$ cat config.mk
export PLATFORM = sky130hd
export DESIGN_NAME = multi_channel_acc_flat
export DESIGN_NICKNAME = d
export VERILOG_FILES = /design/src/rtl/multi_channel_acc_if.sv /design/src/rtl/multi_channel_acc.sv /design/src/flat_wrapper.sv
export SDC_FILE = /design/constraint.sdc
export NUM_CORES = 1
export LEC_CHECK = 0
export CELL_PAD_IN_SITES_DETAIL_PLACEMENT = 2
export CELL_PAD_IN_SITES_GLOBAL_PLACEMENT = 2
export CORE_MARGIN = 1.5
export CORE_UTILIZATION = 36
export DETAILED_ROUTE_END_ITERATION = 8
export PLACE_DENSITY_LB_ADDON = 0.1
export SETUP_SLACK_MARGIN = 0.5
export SKIP_LAST_GASP = 1
export SLEW_MARGIN = 20
export SYNTH_ARGS = -nofsm -noshare
export SYNTH_HDL_FRONTEND = slang
export SYNTH_SLANG_ARGS = --single-unit
$ cat constraint.sdc
create_clock -name clk -period 5.9 [get_ports clk]
set_clock_uncertainty 0.2 [all_clocks]
set_input_delay 0.59 -clock clk [delete_from_list [all_inputs] [get_ports clk]]
set_output_delay 0.59 -clock clk [all_outputs]
set_load 0.005 [all_outputs]
$ cat src/rtl/multi_channel_acc_if.sv
// rtl/multi_channel_acc_if.sv - sample-in / result-out stream bundle of the multi-channel accumulator
interface multi_channel_acc_if #(
    parameter int DataWidth  = 32,
    parameter int AccWidth   = 40,
    parameter int ChanWidth  = 2,
    parameter int CountWidth = 4
);
    logic                  DataInValid;
    logic                  DataInRdy;
    logic [DataWidth-1:0]  DataIn;
    logic [ChanWidth-1:0]  ChanIn;
    logic [CountWidth-1:0] AccumulateCount;
    logic                  DataOutValid;
    logic                  DataOutRdy;
    logic [AccWidth-1:0]   DataOut;
    logic [ChanWidth-1:0]  ChanOut;
    logic                  Overflow;

    modport master (
        output DataInValid, DataIn, ChanIn, AccumulateCount, DataOutRdy,
        input  DataInRdy, DataOutValid, DataOut, ChanOut, Overflow
    );

    modport slave (
        input  DataInValid, DataIn, ChanIn, AccumulateCount, DataOutRdy,
        output DataInRdy, DataOutValid, DataOut, ChanOut, Overflow
    );
endinterface

$ cat src/rtl/multi_channel_acc.sv
// rtl/multi_channel_acc.sv - per-channel group accumulator with saturate/wrap and FWFT result FIFO
module multi_channel_acc #(
    parameter int DataWidth    = 32,
    parameter int AccWidth     = 40,
    parameter int Channels     = 4,
    parameter int ChanWidth    = 2,
    parameter int CountWidth   = 4,
    parameter int OutFifoDepth = 4,
    parameter int Saturate     = 1
) (
    input logic                clk,
    input logic                aclr,
    multi_channel_acc_if.slave bus
);
    // State is sized for every encodable id; ids >= Channels never write it.
    localparam int Slots      = 1 << ChanWidth;
    localparam int PtrWidth   = $clog2(OutFifoDepth);
    localparam int EntryWidth = AccWidth + ChanWidth + 1;
    localparam logic [AccWidth-1:0] AccMax = {1'b0, {(AccWidth-1){1'b1}}};
    localparam logic [AccWidth-1:0] AccMin = {1'b1, {(AccWidth-1){1'b0}}};

    logic [AccWidth-1:0]   acc_q  [Slots];
    logic [AccWidth-1:0]   acc_d  [Slots];
    logic [CountWidth-1:0] cnt_q  [Slots];
    logic [CountWidth-1:0] cnt_d  [Slots];
    logic [CountWidth-1:0] len_q  [Slots];
    logic [CountWidth-1:0] len_d  [Slots];
    logic                  ovf_q  [Slots];
    logic                  ovf_d  [Slots];
    logic [EntryWidth-1:0] fifo_q [OutFifoDepth];
    logic [EntryWidth-1:0] fifo_d [OutFifoDepth];
    logic [PtrWidth:0]     wr_ptr_q, wr_ptr_d;
    logic [PtrWidth:0]     rd_ptr_q, rd_ptr_d;

    logic                  fifo_empty, fifo_full, accept, pop;
    logic                  chan_ok, first, last, step_ovf, grp_ovf;
    logic [CountWidth-1:0] grp_len, cnt_next;
    logic [AccWidth-1:0]   sample_ext, base, result;
    logic [AccWidth:0]     sum_wide;
    logic [EntryWidth-1:0] head;

    assign fifo_empty = (wr_ptr_q == rd_ptr_q);
    assign fifo_full  = (wr_ptr_q[PtrWidth] != rd_ptr_q[PtrWidth]) &&
                        (wr_ptr_q[PtrWidth-1:0] == rd_ptr_q[PtrWidth-1:0]);
    assign accept     = bus.DataInValid && bus.DataInRdy;
    assign pop        = !fifo_empty && bus.DataOutRdy;
    assign head       = fifo_empty ? '0 : fifo_q[rd_ptr_q[PtrWidth-1:0]];

    assign bus.DataInRdy    = aclr && !fifo_full;
    assign bus.DataOutValid = !fifo_empty;
    assign bus.DataOut      = head[AccWidth-1:0];
    assign bus.ChanOut      = head[AccWidth +: ChanWidth];
    assign bus.Overflow     = head[EntryWidth-1];

    always_comb begin
        chan_ok    = 32'(bus.ChanIn) < Channels;
        first      = (cnt_q[bus.ChanIn] == '0);
        grp_len    = first ? ((bus.AccumulateCount == '0) ? CountWidth'(1) : bus.AccumulateCount)
                           : len_q[bus.ChanIn];
        cnt_next   = cnt_q[bus.ChanIn] + CountWidth'(1);
        last       = (cnt_next == grp_len);
        sample_ext = AccWidth'(signed'(bus.DataIn));
        base       = first ? '0 : acc_q[bus.ChanIn];
        // One guard bit exposes signed overflow as a mismatch of the top two bits.
        sum_wide   = {base[AccWidth-1], base} + {sample_ext[AccWidth-1], sample_ext};
        step_ovf   = (sum_wide[AccWidth] != sum_wide[AccWidth-1]);
        if (step_ovf && (Saturate != 0)) begin
            result = sum_wide[AccWidth] ? AccMin : AccMax;
        end else begin
            result = sum_wide[AccWidth-1:0];
        end
        grp_ovf = step_ovf || (!first && ovf_q[bus.ChanIn]);

        acc_d    = acc_q;
        cnt_d    = cnt_q;
        len_d    = len_q;
        ovf_d    = ovf_q;
        fifo_d   = fifo_q;
        wr_ptr_d = wr_ptr_q;
        rd_ptr_d = rd_ptr_q;
        if (accept && chan_ok) begin
            acc_d[bus.ChanIn] = result;
            ovf_d[bus.ChanIn] = grp_ovf;
            if (first) begin
                len_d[bus.ChanIn] = grp_len;
            end
            if (last) begin
                cnt_d[bus.ChanIn]                = '0;
                fifo_d[wr_ptr_q[PtrWidth-1:0]]   = {grp_ovf, bus.ChanIn, result};
                wr_ptr_d                         = wr_ptr_q + (PtrWidth+1)'(1);
            end else begin
                cnt_d[bus.ChanIn] = cnt_next;
            end
        end
        if (pop) begin
            rd_ptr_d = rd_ptr_q + (PtrWidth+1)'(1);
        end
    end

    always_ff @(posedge clk) begin
        if (!aclr) begin
            for (int i = 0; i < Slots; i++) begin
                acc_q[i] <= '0;
                cnt_q[i] <= '0;
                len_q[i] <= '0;
                ovf_q[i] <= 1'b0;
            end
            for (int i = 0; i < OutFifoDepth; i++) begin
                fifo_q[i] <= '0;
            end
            wr_ptr_q <= '0;
            rd_ptr_q <= '0;
        end else begin
            acc_q    <= acc_d;
            cnt_q    <= cnt_d;
            len_q    <= len_d;
            ovf_q    <= ovf_d;
            fifo_q   <= fifo_d;
            wr_ptr_q <= wr_ptr_d;
            rd_ptr_q <= rd_ptr_d;
        end
    end
endmodule

$ cat src/flat_wrapper.sv
// flat-port wrapper written by rule: the top's interface ports become plain ports
module multi_channel_acc_flat 
#(
    parameter int DataWidth    = 32,
    parameter int AccWidth     = 40,
    parameter int Channels     = 4,
    parameter int ChanWidth    = 2,
    parameter int CountWidth   = 4,
    parameter int OutFifoDepth = 4,
    parameter int Saturate     = 1
)
  (clk, aclr, bus_DataInValid, bus_DataIn, bus_ChanIn, bus_AccumulateCount, bus_DataOutRdy, bus_DataInRdy, bus_DataOutValid, bus_DataOut, bus_ChanOut, bus_Overflow);
  multi_channel_acc_if #(.DataWidth(DataWidth), .AccWidth(AccWidth), .ChanWidth(ChanWidth), .CountWidth(CountWidth)) bus_i ();
  input logic clk;
  input logic aclr;
  input wire logic [$bits(bus_i.DataInValid)-1:0] bus_DataInValid;
  input wire logic [$bits(bus_i.DataIn)-1:0] bus_DataIn;
  input wire logic [$bits(bus_i.ChanIn)-1:0] bus_ChanIn;
  input wire logic [$bits(bus_i.AccumulateCount)-1:0] bus_AccumulateCount;
  input wire logic [$bits(bus_i.DataOutRdy)-1:0] bus_DataOutRdy;
  output wire logic [$bits(bus_i.DataInRdy)-1:0] bus_DataInRdy;
  output wire logic [$bits(bus_i.DataOutValid)-1:0] bus_DataOutValid;
  output wire logic [$bits(bus_i.DataOut)-1:0] bus_DataOut;
  output wire logic [$bits(bus_i.ChanOut)-1:0] bus_ChanOut;
  output wire logic [$bits(bus_i.Overflow)-1:0] bus_Overflow;
  assign bus_i.DataInValid = bus_DataInValid;
  assign bus_i.DataIn = bus_DataIn;
  assign bus_i.ChanIn = bus_ChanIn;
  assign bus_i.AccumulateCount = bus_AccumulateCount;
  assign bus_i.DataOutRdy = bus_DataOutRdy;
  assign bus_DataInRdy = bus_i.DataInRdy;
  assign bus_DataOutValid = bus_i.DataOutValid;
  assign bus_DataOut = bus_i.DataOut;
  assign bus_ChanOut = bus_i.ChanOut;
  assign bus_Overflow = bus_i.Overflow;
  multi_channel_acc #(.DataWidth(DataWidth), .AccWidth(AccWidth), .Channels(Channels), .ChanWidth(ChanWidth), .CountWidth(CountWidth), .OutFifoDepth(OutFifoDepth), .Saturate(Saturate)) u_core (.clk(clk), .aclr(aclr), .bus(bus_i));
endmodule
# == After elaboration in Yosys (flattened, before gate mapping) ==
# Index checks and enable logic that the tools add are counted.
# classes
add_sub_neg,4
order_cmp,5
eq_ne,5
n_mux,35
bitwise,5
n_reduce_logical,15
# op_table
operator,count
two-way mux 40 bit,6
bitwise mux 172 bit,1
two-way mux 43 bit,4
bitwise mux 160 bit,1
binary-select mux 43 bit (select 2 bit),1
demux 43 bit (select 2 bit),1
binary-select mux 40 bit (select 2 bit),1
demux 40 bit (select 2 bit),1
adder 40 x 32 -> 41 bit,1
bitwise mux 16 bit,2
two-way mux 4 bit,7
AND 16 bit,1
binary-select mux 4 bit (select 2 bit),2
two-way mux 16 bit,1
inverter 16 bit,1
">= comparator 3 bit, second input constant",3
inverter 2 -> 3 bit,3
demux 4 bit (select 2 bit),1
zero test 4 bit,2
logical AND 1 bit,7
"adder 3 x 1 -> 3 bit, second input constant",2
"< comparator 3 x 1 -> 1 bit, second input constant",2
"adder 4 x 1 -> 4 bit, second input constant",1
bitwise mux 4 bit,1
other kinds (10),16
# totals
register_bits,374
input_bits,42
wordCells,91

# == Logic depth before layout (Yosys ltp) ==
# Gate-level depths: netlist (run 1).
# logic_depth
word_depth,10
mapped_depth,22
mapped_depth_nobuf,17

# == Least setup slack after synthesis (run 1) ==
# Ideal clock, no wire load.
# synth_path
path_kind,input to register
startpoint,in bus_ChanIn[0]
endpoint,reg u_core.fifo_q[121] (netlist bit)
t_arrival_ns,5.398
required_time_ns,5.565
setup_slack_ns,0.168
path_stages,18
path_buffers,7
path_cell_list,buf_6 > clkbuf_1 > buf_1 > clkbuf_1 > mux4_2 > and2_1 > ha_1 > clkbuf_1 > nand2_1 > nor3_1 > o2111ai_1 > a21o_1 > and3_1 > buf_2 > mux2i_4 > buf_2 > a21oi_1 > a21oi_1
# synth_via
elab_chain_cells,10
# synth_lines
element,line,text
start: declaration,flat_wrapper.sv:18,input wire logic [$bits(bus_i.ChanIn)-1:0] bus_ChanIn;
inverter 2 -> 3 bit (implied by the code) (*),-,
binary-select mux 4 bit (select 2 bit),"multi_channel_acc.sv:57, multi_channel_acc.sv:60",
two-way mux 4 bit (implied by the code) (2 in series),"multi_channel_acc.sv:57, multi_channel_acc.sv:60",
zero test 4 bit,multi_channel_acc.sv:57,first = (cnt_q[bus.ChanIn] == '0);
two-way mux 40 bit,multi_channel_acc.sv:63,base = first ? '0 : acc_q[bus.ChanIn];
adder 40 x 32 -> 41 bit,multi_channel_acc.sv:65,"sum_wide = {base[AccWidth-1], base} + {sample_ext[AccWidth-1], sample_ext};"
two-way mux 40 bit or != test 1 bit (tied branches),"multi_channel_acc.sv:68, multi_channel_acc.sv:66",
two-way mux 40 bit,multi_channel_acc.sv:67,if (step_ovf && (Saturate != 0)) begin
bitwise mux 172 bit,multi_channel_acc.sv:89,"fifo_d[wr_ptr_q[PtrWidth-1:0]] = {grp_ovf, bus.ChanIn, result};"
end signal: assignment,multi_channel_acc.sv:118,fifo_q <= fifo_d;
end: declaration,multi_channel_acc.sv:30,logic [EntryWidth-1:0] fifo_q [OutFifoDepth];
# Mark *: on every way between the ends. The rest lies on a longest branch, timed or not. The select of a mux whose other input is x is not followed.
# A chain may end at the register's enable or synchronous reset.

# == Worst setup path in the final report (run 1) ==
# layout_path
startpoint,reg u_core.cnt_q[8] (netlist bit)
endpoint,reg u_core.fifo_q[56] (netlist bit)
# layout_via
elab_chain_cells,9
# layout_lines
element,line,text
start: declaration,multi_channel_acc.sv:24,logic [CountWidth-1:0] cnt_q [Slots];
start signal: assignment,multi_channel_acc.sv:115,cnt_q <= cnt_d;
binary-select mux 4 bit (select 2 bit) (*),"multi_channel_acc.sv:57, multi_channel_acc.sv:60",
two-way mux 4 bit (implied by the code) (*) (2 in series),"multi_channel_acc.sv:57, multi_channel_acc.sv:60",
zero test 4 bit,multi_channel_acc.sv:57,
two-way mux 40 bit,multi_channel_acc.sv:63,
adder 40 x 32 -> 41 bit,multi_channel_acc.sv:65,
two-way mux 40 bit or != test 1 bit (tied branches),"multi_channel_acc.sv:68, multi_channel_acc.sv:66",
two-way mux 40 bit,multi_channel_acc.sv:67,
bitwise mux 172 bit,multi_channel_acc.sv:89,
# Marked as above.

==> results of run 1 <==
==> logic make-up (layout without fill, tap and decap cells) <==
| kind of cell | count (synthesis) | in the layout | synth area share (%) |
|---|---|---|---|
| xor gates and xnor gates | 37 | 37 | 1.81 |
| buffers and inverters | 159 | 272 | 4.52 |
| and+or+nand+nor | 524 | 525 | 13.9 |
| muxes | 127 | 127 | 13.5 |
| adders and majority gates | 48 | 48 | 3.40 |
| DFF | 374 | 374 | 41.8 |
| AOI/OAI and AO/OA | 553 | 553 | 21.0 |
==> worst min-delay path, cell delays in order (launching register included) <==
cell     delay, ns
dfxtp_1       0.33
nand2_1       0.05
o21ai_0       0.05
==> final cells by class <==
type                            count  area [sq um]
Multi-Input combinational cell   1290          9830
Sequential cell                   374          7490
Tap cell                          664           831
Fill cell                        5244         27700
Clock buffer                       66          1310
Inverter                           20          75.1
Timing Repair Buffer              175          1590
Clock inverter                     11           178
==> layer usage <==
layer / up-vias / part of all wire, %
li1: 6850 / -
met1: 7760 / 46
met2: 230 / 48
met3: 73 / 3.5
met4: 0 / 1.8
met5: - / 0
==> synthesized netlist by cell type (3+ instances only) <==
cell type,n,area [sq um]
a211oi_1,11,82.6
a21bo_2,3,30.0
a21boi_0,24,180
a21o_1,11,82.6
a21oi_1,87,435
a22o_1,20,175
a311oi_1,3,26.3
a31oi_1,5,31.3
a32o_1,20,200
and2_1,55,344
and3_1,15,93.8
buf_1,10,37.5
buf_2,13,65.1
buf_4,4,30.0
buf_6,24,270
clkbuf_1,88,330
dfxtp_1,374,7490
ha_1,47,588
inv_1,20,75.1
mux2i_1,33,330
mux4_2,91,2050
nand2_1,225,845
nand2b_1,9,56.3
nand3_1,27,135
nand4_1,9,56.3
nor2_1,78,293
nor2b_1,70,438
nor3_1,18,90.1
o2111ai_1,4,35.0
o211a_1,10,100
o211ai_1,10,75.1
o21a_1,3,22.5
o21ai_0,192,961
o21ai_1,4,20.0
o221ai_1,3,26.3
o2bb2ai_1,124,1090
or3_1,4,25.0
xnor2_1,24,210
xor2_1,13,114
==> power by group through the flow <==
stage	registers, mW	clock network, mW	logic [mW]
6_report	2.62	2.82	0.555
2_1_floorplan	2.66	0	0.329
3_3_place_gp	2.67	0	0.522
4_1_cts	2.62	2.89	0.541
3_5_place_dp	2.67	0	0.534
5_1_grt	2.63	2.99	0.599
==> timing repair <==
action | 4_1_cts | 5_1_grt
setup buffers | 3 | 6
gates cloned | 0 | 1
resized for setup | 9 | 65
setup endpoints to repair | 119 | 318
pin swaps | 0 | 3
==> final timing paths <==
path,startpoint,end,cells after the start
hold reg to reg,u_core.acc_q[54],u_core.acc_q[54],2
hold / removal,u_core.acc_q[54],u_core.acc_q[54],2
setup / recovery,u_core.cnt_q[8],u_core.fifo_q[56],21
setup reg to reg,u_core.cnt_q[8],u_core.fifo_q[56],21
==> per-stage QoR <==
stage / TNS [ns] / util [%]
2_1_floorplan: 0 / -
3_3_place_gp: -0.274 / 39.8
3_5_place_dp: -1.27 / 39.8
4_1_cts: 0 / 43.0
5_1_grt: 0 / 43.4
6_report: 0 / 43.4
==> registers in the layout, summed over array words and instances, names as in the netlist <==
name / flops
u_core.acc_q: 160
u_core.cnt_q: 16
u_core.fifo_q: 172
u_core.len_q: 16
u_core.ovf_q: 4
u_core.rd_ptr_q: 3
u_core.wr_ptr_q: 3
==> impl_metrics.py, run 1 <==
metrics = {
    "status": {
        "outcome": "finished, final reports clean",
    },
    "global_routing": {
        "grt_first_pass_wirelength_um": 99300,
        "grt-ovfl-total": 0,
        "grt_pass1_vias": 16400,
        "grt_start_max_net_pins": 70,
        "grt_usage_pct": 25.6,
        "met3_usage_pct": 3.11,
        "antenna_found_initial": 2,
        "grt.busiest_layer": "met2",
        "met1_usage_pct": 34.9,
        "use_met2_pct": 43.3,
    },
    "flow_run": {
        "drv_cap": 0,
    },
    "setup_path": {
        "start_kind": "flip-flop",
        "end_kind": "flip-flop",
        "slowest_delay_ns": 0.49,
        "worstPathArrival_ns": 5.55,
        "critPathBufInv": 8,
        "cp_slowest_cell": "mux4_2",
        "crit_chain": "mux4_2 > inv_1 > ha_2 > inv_2 > or3_4 > buf_4 > and2_1 > ha_1 > buf_4 > o211ai_1 > a21oi_2 > buf_4 > o211ai_1 > o211ai_1 > a21oi_2 > buf_4 > mux2i_4 > buf_4 > nand3_2 > buf_4 > o2bb2ai_1",
        "critPathKind": "flip-flop to flip-flop",
        "cp_common_cell": "buf_4",
        "path_max_fanout": 20,
        "cpLargestDelayFamily": "buffers and inverters",
        "ff2ff_setup_slack_ns": 0.64,
        "cp.required_ns": 6.19,
    },
    "power_and_ir_drop": {
        "power.density_mw_per_mm2": 282,
        "comb_power_share_pct": 9.2,
        "p_clk_share_pct": 47.1,
        "p_switching_mw": 1.51,
        "total_power_mw": 6.00,
        "power.share.sequential_pct": 43.7,
        "internal_power_mw": 4.49,
        "p_leak_nw": 7.71,
        "switching_share_pct": 25.2,
        "vdd_drop_max_mv": 0.195,
    },
    "clock_tree": {
        "cts-root-buf": "clkbuf_16",
        "cts_buffers": 44,
        "clock_latency_ns": 0.58,
        "clkTransAtPathRegs_ns": 0.06,
        "clock-sinks": 374,
        "cts_max_level": 2,
        "cts_tree": "done",
        "postCtsHoldBufs": 0,
        "cts_buffer_depth": 3,
    },
    "placed_design": {
        "placedCellCount": 2513,
        "gp_congestion": 0.856,
        "port_buffers": 86,
        "post_dp_cell_area_sq_mm": 0.0195,
        "pre_cts_ws_ns": -0.0970,
        "hpwl_um": 43400,
    },
    "sta": {
        "fmax_mhz": 190,
        "final.min_clock_period_ns": 5.26,
        "setup_slack_ns": 0.639,
        "worstMarginPinSlew_ns": 0.982,
        "finalMaxSlewViolations": 0,
        "finalCritPeriodShare_pct": 89.2,
        "hold_violations": 0,
        "grt_setup_unrepaired": "no",
        "slew_headroom_pct": 34.2,
        "finalSetupViolCount": 0,
        "whs_ns": 0.256,
    },
    "logic_synthesis": {
        "ys_async_sr_fraction_pct": 0,
        "synth.ff_latch_count": 374,
        "syn_nets": 1912,
        "ys_seq_area_share_pct": 41.8,
        "syn_inst": 1822,
        "synth_edf_count": 0,
        "netlist_area_sq_mm": 0.0179,
        "yosys.cell_types.count": 64,
        "synth-main-ff-cell": "dfxtp_1",
        "yosys_warnings": 0,
        "syn_area_per_cell_sq_um": 9.82,
    },
    "cells_and_area": {
        "area_delta_synth_final_pct": 19.0,
        "drive_above_1_share_pct": 17.0,
        "diodes": 0,
        "nNetsFinal": 1995,
        "final_common_cell": "dfxtp_1",
        "final_area_sq_mm": 0.0213,
        "fin_cells": 2600,
        "layout_common_cells": "dfxtp_1 (372), nand2_1 (223), o21ai_0 (186)",
    },
    "route": {
        "wl_per_cell_um": 25.1,
        "ant_nets": 0,
        "num_vias": 14900,
        "first_iter_violations": 811,
        "routed_wirelength_um": 65300,
        "via_per_inst": 5.74,
        "firstDrtPassIters": 5,
        "route.detailed.drc": 0,
    },
    "die": {
        "core_sq_mm": 0.0491,
        "die_w_um": 226,
        "die_y_um": 226,
        "dieArea_sq_mm": 0.0511,
        "io_pins": 87,
        "start_util_pct": 36.5,
        "rows": 81,
    },
    "min_path": {
        "min_path_type": "flip-flop to flip-flop",
    },
}
(Power assumes the default switching activity.)
==> inputs of run 2 (changes only) <==
--- a/config.mk
+++ b/config.mk
@@ -5,6 +5,7 @@
 export SDC_FILE = /design/constraint.sdc
 export NUM_CORES = 1
 export LEC_CHECK = 0
+export CAP_MARGIN = 10
 export CELL_PAD_IN_SITES_DETAIL_PLACEMENT = 2
 export CELL_PAD_IN_SITES_GLOBAL_PLACEMENT = 2
 export CORE_MARGIN = 1.5
==> results of run 2 <==
No change in the layout: final DEF, timing and power equal those of run 1.
